==> src/rtl/mem_ctrl_pkg.sv <==
// -----------------------------------------------------------------------------
// mem_ctrl_pkg
//   Shared types and helpers for the MEM-stage SRAM controller.
//   - state_t       : access sequencer states (IDLE -> LO -> HI -> DONE)
//   - HALF_LO/HI    : half-word select placed in the SRAM address LSB
//   - word_index()  : byte address -> 32-bit word index relative to a base
// -----------------------------------------------------------------------------
package mem_ctrl_pkg;

  typedef enum logic [1:0] {
    IDLE = 2'd0,
    LO   = 2'd1,
    HI   = 2'd2,
    DONE = 2'd3
  } state_t;

  localparam logic HALF_LO = 1'b0;
  localparam logic HALF_HI = 1'b1;

  // Word index of a byte address; arithmetic wraps modulo 2^32, bits [1:0] drop out.
  function automatic logic [31:0] word_index(input logic [31:0] addr, input logic [31:0] base);
    logic [31:0] w_off;
    w_off = addr - base;
    return w_off >> 2;
  endfunction

endpackage

==> src/rtl/sram_wait_counter.sv <==
// -----------------------------------------------------------------------------
// sram_wait_counter
//   Wait-state counter running 0..WAIT_CYCLES-1 and wrapping to 0.
//   Ports:
//     i_clk   : clock, rising edge
//     i_rst_n : synchronous active-low reset
//     i_clr   : force count to 0 (has priority over i_en)
//     i_en    : advance the count
//     o_cnt   : current count
//     o_last  : count equals WAIT_CYCLES-1
// -----------------------------------------------------------------------------
module sram_wait_counter #(
  parameter int unsigned WAIT_CYCLES = 3,
  parameter int unsigned CNT_W       = (WAIT_CYCLES > 1) ? $clog2(WAIT_CYCLES) : 1
) (
  input  logic             i_clk,
  input  logic             i_rst_n,
  input  logic             i_clr,
  input  logic             i_en,
  output logic [CNT_W-1:0] o_cnt,
  output logic             o_last
);

  localparam logic [CNT_W-1:0] LastVal = CNT_W'(WAIT_CYCLES - 1);

  logic [CNT_W-1:0] r_cnt;

  always_ff @(posedge i_clk) begin
    if (!i_rst_n) begin
      r_cnt <= '0;
    end else if (i_clr) begin
      r_cnt <= '0;
    end else if (i_en) begin
      r_cnt <= o_last ? '0 : r_cnt + CNT_W'(1);
    end
  end

  assign o_cnt  = r_cnt;
  assign o_last = (r_cnt == LastVal);

endmodule

==> src/rtl/sram_mem_ctrl.sv <==
// -----------------------------------------------------------------------------
// sram_mem_ctrl
//   MEM-stage sequencer for a 16-bit off-chip SRAM. Each 32-bit load/store is
//   split into a low and a high half-word access, each held on the bus for
//   WAIT_CYCLES cycles. 'freeze' stalls IF..EXE while an access is pending.
//
//   Optional feature macro: WRITE_POST_EN
//     defined   : one-entry posted write buffer; a store in IDLE completes
//                 immediately (ready=1 that cycle) and drains in the background.
//     undefined : stores take the full latency like loads.
//
//   Ports:
//     clk         : clock, rising edge
//     rst         : synchronous active-low reset
//     rd_en/wr_en : load / store request (store wins when both set)
//     address     : byte address, bits [1:0] ignored
//     wdata       : store data
//     rdata       : load data, valid while ready=1 after a read; held otherwise
//     ready       : access complete this cycle
//     freeze      : (rd_en|wr_en) & ~ready
//     sram_addr   : half-word address {word, half}
//     sram_wdata  : write half
//     sram_rdata  : read half from SRAM
//     sram_we_n   : active-low write strobe
//     sram_oe_n   : active-low output enable
// -----------------------------------------------------------------------------
module sram_mem_ctrl
  import mem_ctrl_pkg::*;
#(
  parameter int unsigned BASE_ADDR   = 1024,
  parameter int unsigned WAIT_CYCLES = 3,
  parameter int unsigned SRAM_AW     = 18
) (
  input  logic               clk,
  input  logic               rst,
  input  logic               rd_en,
  input  logic               wr_en,
  input  logic [31:0]        address,
  input  logic [31:0]        wdata,
  output logic [31:0]        rdata,
  output logic               ready,
  output logic               freeze,
  output logic [SRAM_AW-1:0] sram_addr,
  output logic [15:0]        sram_wdata,
  input  logic [15:0]        sram_rdata,
  output logic               sram_we_n,
  output logic               sram_oe_n
);

  localparam int unsigned WordW    = SRAM_AW - 1;
  localparam int unsigned CntW     = (WAIT_CYCLES > 1) ? $clog2(WAIT_CYCLES) : 1;
  localparam logic [31:0] BaseAddr = 32'(BASE_ADDR);
  // With a single wait cycle there is no room for a strobe ahead of the hold cycle.
  localparam logic        WeFirst  = (WAIT_CYCLES > 1);

  state_t             r_state;
  logic               r_is_wr;
  logic [WordW-1:0]   r_word;
  logic [15:0]        r_wdata_hi;
  logic [31:0]        r_rdata;
  logic               r_ready;
  logic [SRAM_AW-1:0] r_sram_addr;
  logic [15:0]        r_sram_wdata;
  logic               r_we_n;
  logic               r_oe_n;

  logic [WordW-1:0]   w_word;
  logic [CntW-1:0]    w_cnt;
  logic               w_last;
  logic               w_cnt_en;
  logic               w_cnt_clr;
  logic               w_req;
  logic               w_we_mid;

  assign w_word    = WordW'(word_index(address, BaseAddr));
  assign w_req     = rd_en | wr_en;
  assign w_cnt_en  = (r_state == LO) || (r_state == HI);
  assign w_cnt_clr = !w_cnt_en;

  // Strobe for the next cycle within a half: low unless that cycle is the final hold cycle.
  assign w_we_mid  = r_is_wr && ((32'(w_cnt) + 32'd2) < WAIT_CYCLES);

  sram_wait_counter #(
    .WAIT_CYCLES (WAIT_CYCLES),
    .CNT_W       (CntW)
  ) u_wait_counter (
    .i_clk   (clk),
    .i_rst_n (rst),
    .i_clr   (w_cnt_clr),
    .i_en    (w_cnt_en),
    .o_cnt   (w_cnt),
    .o_last  (w_last)
  );

  // Bus outputs are registered and set up one edge ahead of the cycle they apply to.
  always_ff @(posedge clk) begin
    if (!rst) begin
      r_state      <= IDLE;
      r_is_wr      <= 1'b0;
      r_word       <= '0;
      r_wdata_hi   <= '0;
      r_rdata      <= '0;
      r_ready      <= 1'b0;
      r_sram_addr  <= '0;
      r_sram_wdata <= '0;
      r_we_n       <= 1'b1;
      r_oe_n       <= 1'b1;
    end else begin
      r_ready <= 1'b0;
      unique case (r_state)
        IDLE: begin
          if (w_req) begin
            r_state      <= LO;
            r_is_wr      <= wr_en;
            r_word       <= w_word;
            r_wdata_hi   <= wdata[31:16];
            r_sram_addr  <= {w_word, HALF_LO};
            r_sram_wdata <= wdata[15:0];
            r_oe_n       <= wr_en;
            r_we_n       <= !(wr_en && WeFirst);
          end
        end
        LO: begin
          if (w_last) begin
            if (!r_is_wr) begin
              r_rdata[15:0] <= sram_rdata;
            end
            r_state      <= HI;
            r_sram_addr  <= {r_word, HALF_HI};
            r_sram_wdata <= r_wdata_hi;
            r_we_n       <= !(r_is_wr && WeFirst);
          end else begin
            r_we_n <= !w_we_mid;
          end
        end
        HI: begin
          if (w_last) begin
            if (!r_is_wr) begin
              r_rdata[31:16] <= sram_rdata;
            end
            r_state <= DONE;
            r_we_n  <= 1'b1;
            r_oe_n  <= 1'b1;
`ifdef WRITE_POST_EN
            // A posted store already reported completion when it was accepted.
            r_ready <= !r_is_wr;
`else
            r_ready <= 1'b1;
`endif
          end else begin
            r_we_n <= !w_we_mid;
          end
        end
        DONE: begin
          r_state <= IDLE;
        end
        default: begin
          r_state <= IDLE;
        end
      endcase
    end
  end

`ifdef WRITE_POST_EN
  // A store accepted in IDLE is buffered, so the pipeline may advance at once.
  assign ready = r_ready | ((r_state == IDLE) & wr_en);
`else
  assign ready = r_ready;
`endif

  assign freeze     = w_req & ~ready;
  assign rdata      = r_rdata;
  assign sram_addr  = r_sram_addr;
  assign sram_wdata = r_sram_wdata;
  assign sram_we_n  = r_we_n;
  assign sram_oe_n  = r_oe_n;

endmodule
==> config.mk <==
export PLATFORM = sky130hd
export DESIGN_NAME = sram_mem_ctrl
export DESIGN_NICKNAME = d
export VERILOG_FILES = /design/src/rtl/mem_ctrl_pkg.sv /design/src/rtl/sram_wait_counter.sv /design/src/rtl/sram_mem_ctrl.sv
export SDC_FILE = /design/constraint.sdc
export NUM_CORES = 1
export LEC_CHECK = 0
export BUFFER_PORTS_ARGS = -buffer_cell sky130_fd_sc_hd__buf_4
export CORE_AREA = 4 4 125 127
export DETAILED_ROUTE_END_ITERATION = 6
export DIE_AREA = 0 0 129 131
export SLEW_MARGIN = 20
export SYNTH_ARGS = -nofsm -noshare
export SYNTH_HDL_FRONTEND = slang
export SYNTH_SLANG_ARGS = --single-unit
==> constraint.sdc <==
create_clock -name clk -period 1.6 [get_ports clk]
set_input_delay 0.24 -clock clk [delete_from_list [all_inputs] [get_ports clk]]
set_output_delay 0.24 -clock clk [all_outputs]
set_load 0.03 [all_outputs]
==> reports/qor.yml <==
outcome: "complete, no violations"
maxSlewHeadroom_pct: 77.0
arrival_ps: 1780
numCtsBuffers: 9
ys_async_sr_fraction_pct: 0
syn_nets: 604
clk_latency_ps: 350
drive_gt1_share_pct: 31.4
firstDrtPassIters: 4
drc_errors: 0
seq_power_share_pct: 31.5
synthTopCellsByArea: "dfxtp_1, nand2_1, a21boi_0, mux2i_1, o211a_1"
dp_slack_ps: -141
die_w_um: 129
rsz0062_at_grt: "true"
setup_viol: 0
port_buffers: 138
initial_core_util_pct: 31.8
fp-row-count: 44
synth_area_leader_cell: "dfxtp_1"
hold_class: "in -> reg"
post-synth-top-count-cell: "nand2_1"
critPathMaxFanout: 25
period_share_pct: 96.8
nets: 751
r2r_start: "r_state[1]$_SDFFE_PN0P_"
seq_area_frac_synth_pct: 46.7
num_vias: 4075
finalWorstSetupSlack_ps: 51.0
peakVddDrop_v: 0.000987
holdCritStartpoint: "wdata[22]"
root_buffer: "clkbuf_16"
synth.distinct_cells: 47
swShare_pct: 38.3
placed_cells: 821
cts_tree: "done"
stdcell_count: 849
worstMarginPinSlew_ps: 344
cts_max_path_buffers: 2
worstSetupPathType: "reg -> reg"
ys_ff_latch: 107
p_comb_share_pct: 49.6
n_fill_cell: 1387
hold_viol: 0
synth_top_area_share_pct: 46.7
r2r_cells: 7
die_h_um: 131
dieArea_um2: 16900
synthCells: 513
hpwl_um: 8340
cp.required_ps: 1840
syn2layout_area_growth_pct: 41.1
pwr-share-clk_pct: 18.9
synthTopCellsByCount: "nand2_1, dfxtp_1, a21boi_0"
grt-ovfl-total: 0
hold_depth: 3
first_iter_violations: 165
wl_um: 12800
synth_enable_flop_cells: 0
gp_congestion: 0.797
wl_per_cell_um: 15.1
io_pins: 154
antenna_found_initial: 0
diodes: 0
layout_min_cycle_time_ps: 1550
regToRegEndpoint: "sram_wdata[1]$_SDFFE_PN0P_"
critPathCaptureType: "flip-flop"
grt_first_pass_wirelength_um: 19800
syn_avg_cell_area_um2: 8.95
coreArea_um2: 14400
p_int_uw: 7110
hold_path_end: "r_wdata_hi[6]$_SDFFE_PN0P_"
viasPerCell: 4.80
finalMaxSlewViolations: 0
start_kind: "flip-flop"
r2r_slack_ps: 50
cts.reportedPaths.clkPinSlew_ps: 70
leakage_uw: 0.00292
cap_violations: 0
cts.sinks: 107
fin_skew_ps: 7.18
power_density_nw_per_um2: 1780
grt_max_degree: 49
grt_usage_pct: 14.6
drtAntennaViolNets: 0
switching_power_uw: 4410
ctsHoldBuffers: 0
synthFlopType: "dfxtp_1"
yosysWarnings: 0
synth_area_um2: 4590
max_freq_mhz: 646
first_global_vias: 4003
cts_max_level: 3
## metal layers
layer  global-route usage [%]  wire (um)  vias to the layer above  part of all wire, %
li1                         -          -                     2038                    -
met1                     18.0       5810                     1892                   45
met2                     24.1       5770                      129                   45
met3                     5.93       1080                       16                  8.4
met4                     3.15        162                        0                  1.3
met5                        0          0                        -                    0
## kinds of logic after synthesis
kind of cell | share of synthesized area [%]
buffers and inverters | 5.18
xor gates and xnor gates | 1.34
adders and majority gates | 1.91
muxes | 6.13
and+or+nand+nor | 18.6
DFF | 46.7
AOI/OAI and AO/OA | 20.2
## worst max-delay path: stages (launching register included)
cell	delay (ps)
dfxtp_2	340
inv_4	80
ha_4	160
mux2i_4	260
nor2_4	70
buf_12	150
buf_12	150
o211a_1	210
## layout make-up
cell class	instances	area, um^2	share of cell area, %
well taps	184	230	3.56
repair buffers	172	1480	22.8
inverters	7	28.8	0.444
multi-input cells	363	2300	35.5
clock inverters	3	21.3	0.329
flip-flops and latches	107	2140	33.1
clock buffers	13	270	4.17
## worst max-delay path by stage
stage                     slack, ps                    endpoint                                from
final                            50  sram_wdata[1]$_SDFFE_PN0P_             r_state[1]$_SDFFE_PN0P_
after global routing            -10  sram_addr[17]$_SDFFE_PN0P_             r_state[1]$_SDFFE_PN0P_
after CTS                        -9       rdata[5]$_SDFFE_PN0P_  u_wait_counter.o_cnt[0]$_SDFF_PP0_
after detailed placement       -140       rdata[5]$_SDFFE_PN0P_  u_wait_counter.o_cnt[0]$_SDFF_PP0_
after global placement          -80      rdata[17]$_SDFFE_PN0P_  u_wait_counter.o_cnt[0]$_SDFF_PP0_
after floorplan                   7   sram_addr[6]$_SDFFE_PN0P_             r_state[1]$_SDFFE_PN0P_
## timing repair
item / CTS / global route
buffers inserted: 3 / 8
endpoints found under the hold margin: 0 / 0
setup endpoints to repair: 62 / 87
pin swaps: 1 / 6
cloned: 1 / 3
gates resized for setup: 10 / 19
## stage by stage
step	TNS [ps]	hold WS (ps)	utilization [%]	cell area [um^2]	power [uW]
after floorplan	0	375	-	4590	6910
after global placement	-2730	417	41.2	5940	8410
after detailed placement	-4630	411	41.2	5940	8530
after CTS	-14.9	134	43.9	6330	11200
after global routing	-35.2	143	44.9	6470	12300
final	0	145	44.9	6470	11500
## sequential cells by signal (all words and copies together), names as in the netlist
signal                flops
r_is_wr                   1
r_state                   2
r_wdata_hi               16
r_word                   17
rdata                    32
ready                     1
sram_addr                18
sram_oe_n                 1
sram_wdata               16
sram_we_n                 1
u_wait_counter.o_cnt      2
## power groups by stage
stage	clock network (uW)	logic, uW	registers, uW
floorplan	0	2620	4300
global placement	0	4760	3650
detailed placement	0	4870	3660
CTS	2250	5370	3620
global route	2370	6200	3700
finish	2180	5710	3630
## layout by cell type, fill, tap and decap left out, types with 2 or more instances in the layout
| cell type | count |
|---|---|
| a21boi_0 | 52 |
| a21boi_1 | 7 |
| a21oi_1 | 6 |
| and2_4 | 2 |
| buf_12 | 10 |
| buf_4 | 157 |
| buf_6 | 2 |
| clkbuf_16 | 11 |
| clkbuf_8 | 3 |
| dfxtp_1 | 105 |
| dfxtp_2 | 2 |
| ha_1 | 3 |
| ha_4 | 3 |
| inv_1 | 5 |
| mux2i_1 | 25 |
| nand2_1 | 159 |
| nand2b_1 | 4 |
| nand3b_1 | 2 |
| nand4_1 | 3 |
| nor2_1 | 12 |
| nor2_4 | 2 |
| nor2b_1 | 3 |
| nor3_1 | 2 |
| nor3b_1 | 3 |
| o2111ai_1 | 2 |
| o211a_1 | 27 |
| o21ai_0 | 12 |
| o21ai_1 | 2 |
| o221ai_1 | 3 |
| o22ai_1 | 2 |
| xor2_1 | 6 |
Note: power is estimated with default switching activity, not from simulation.
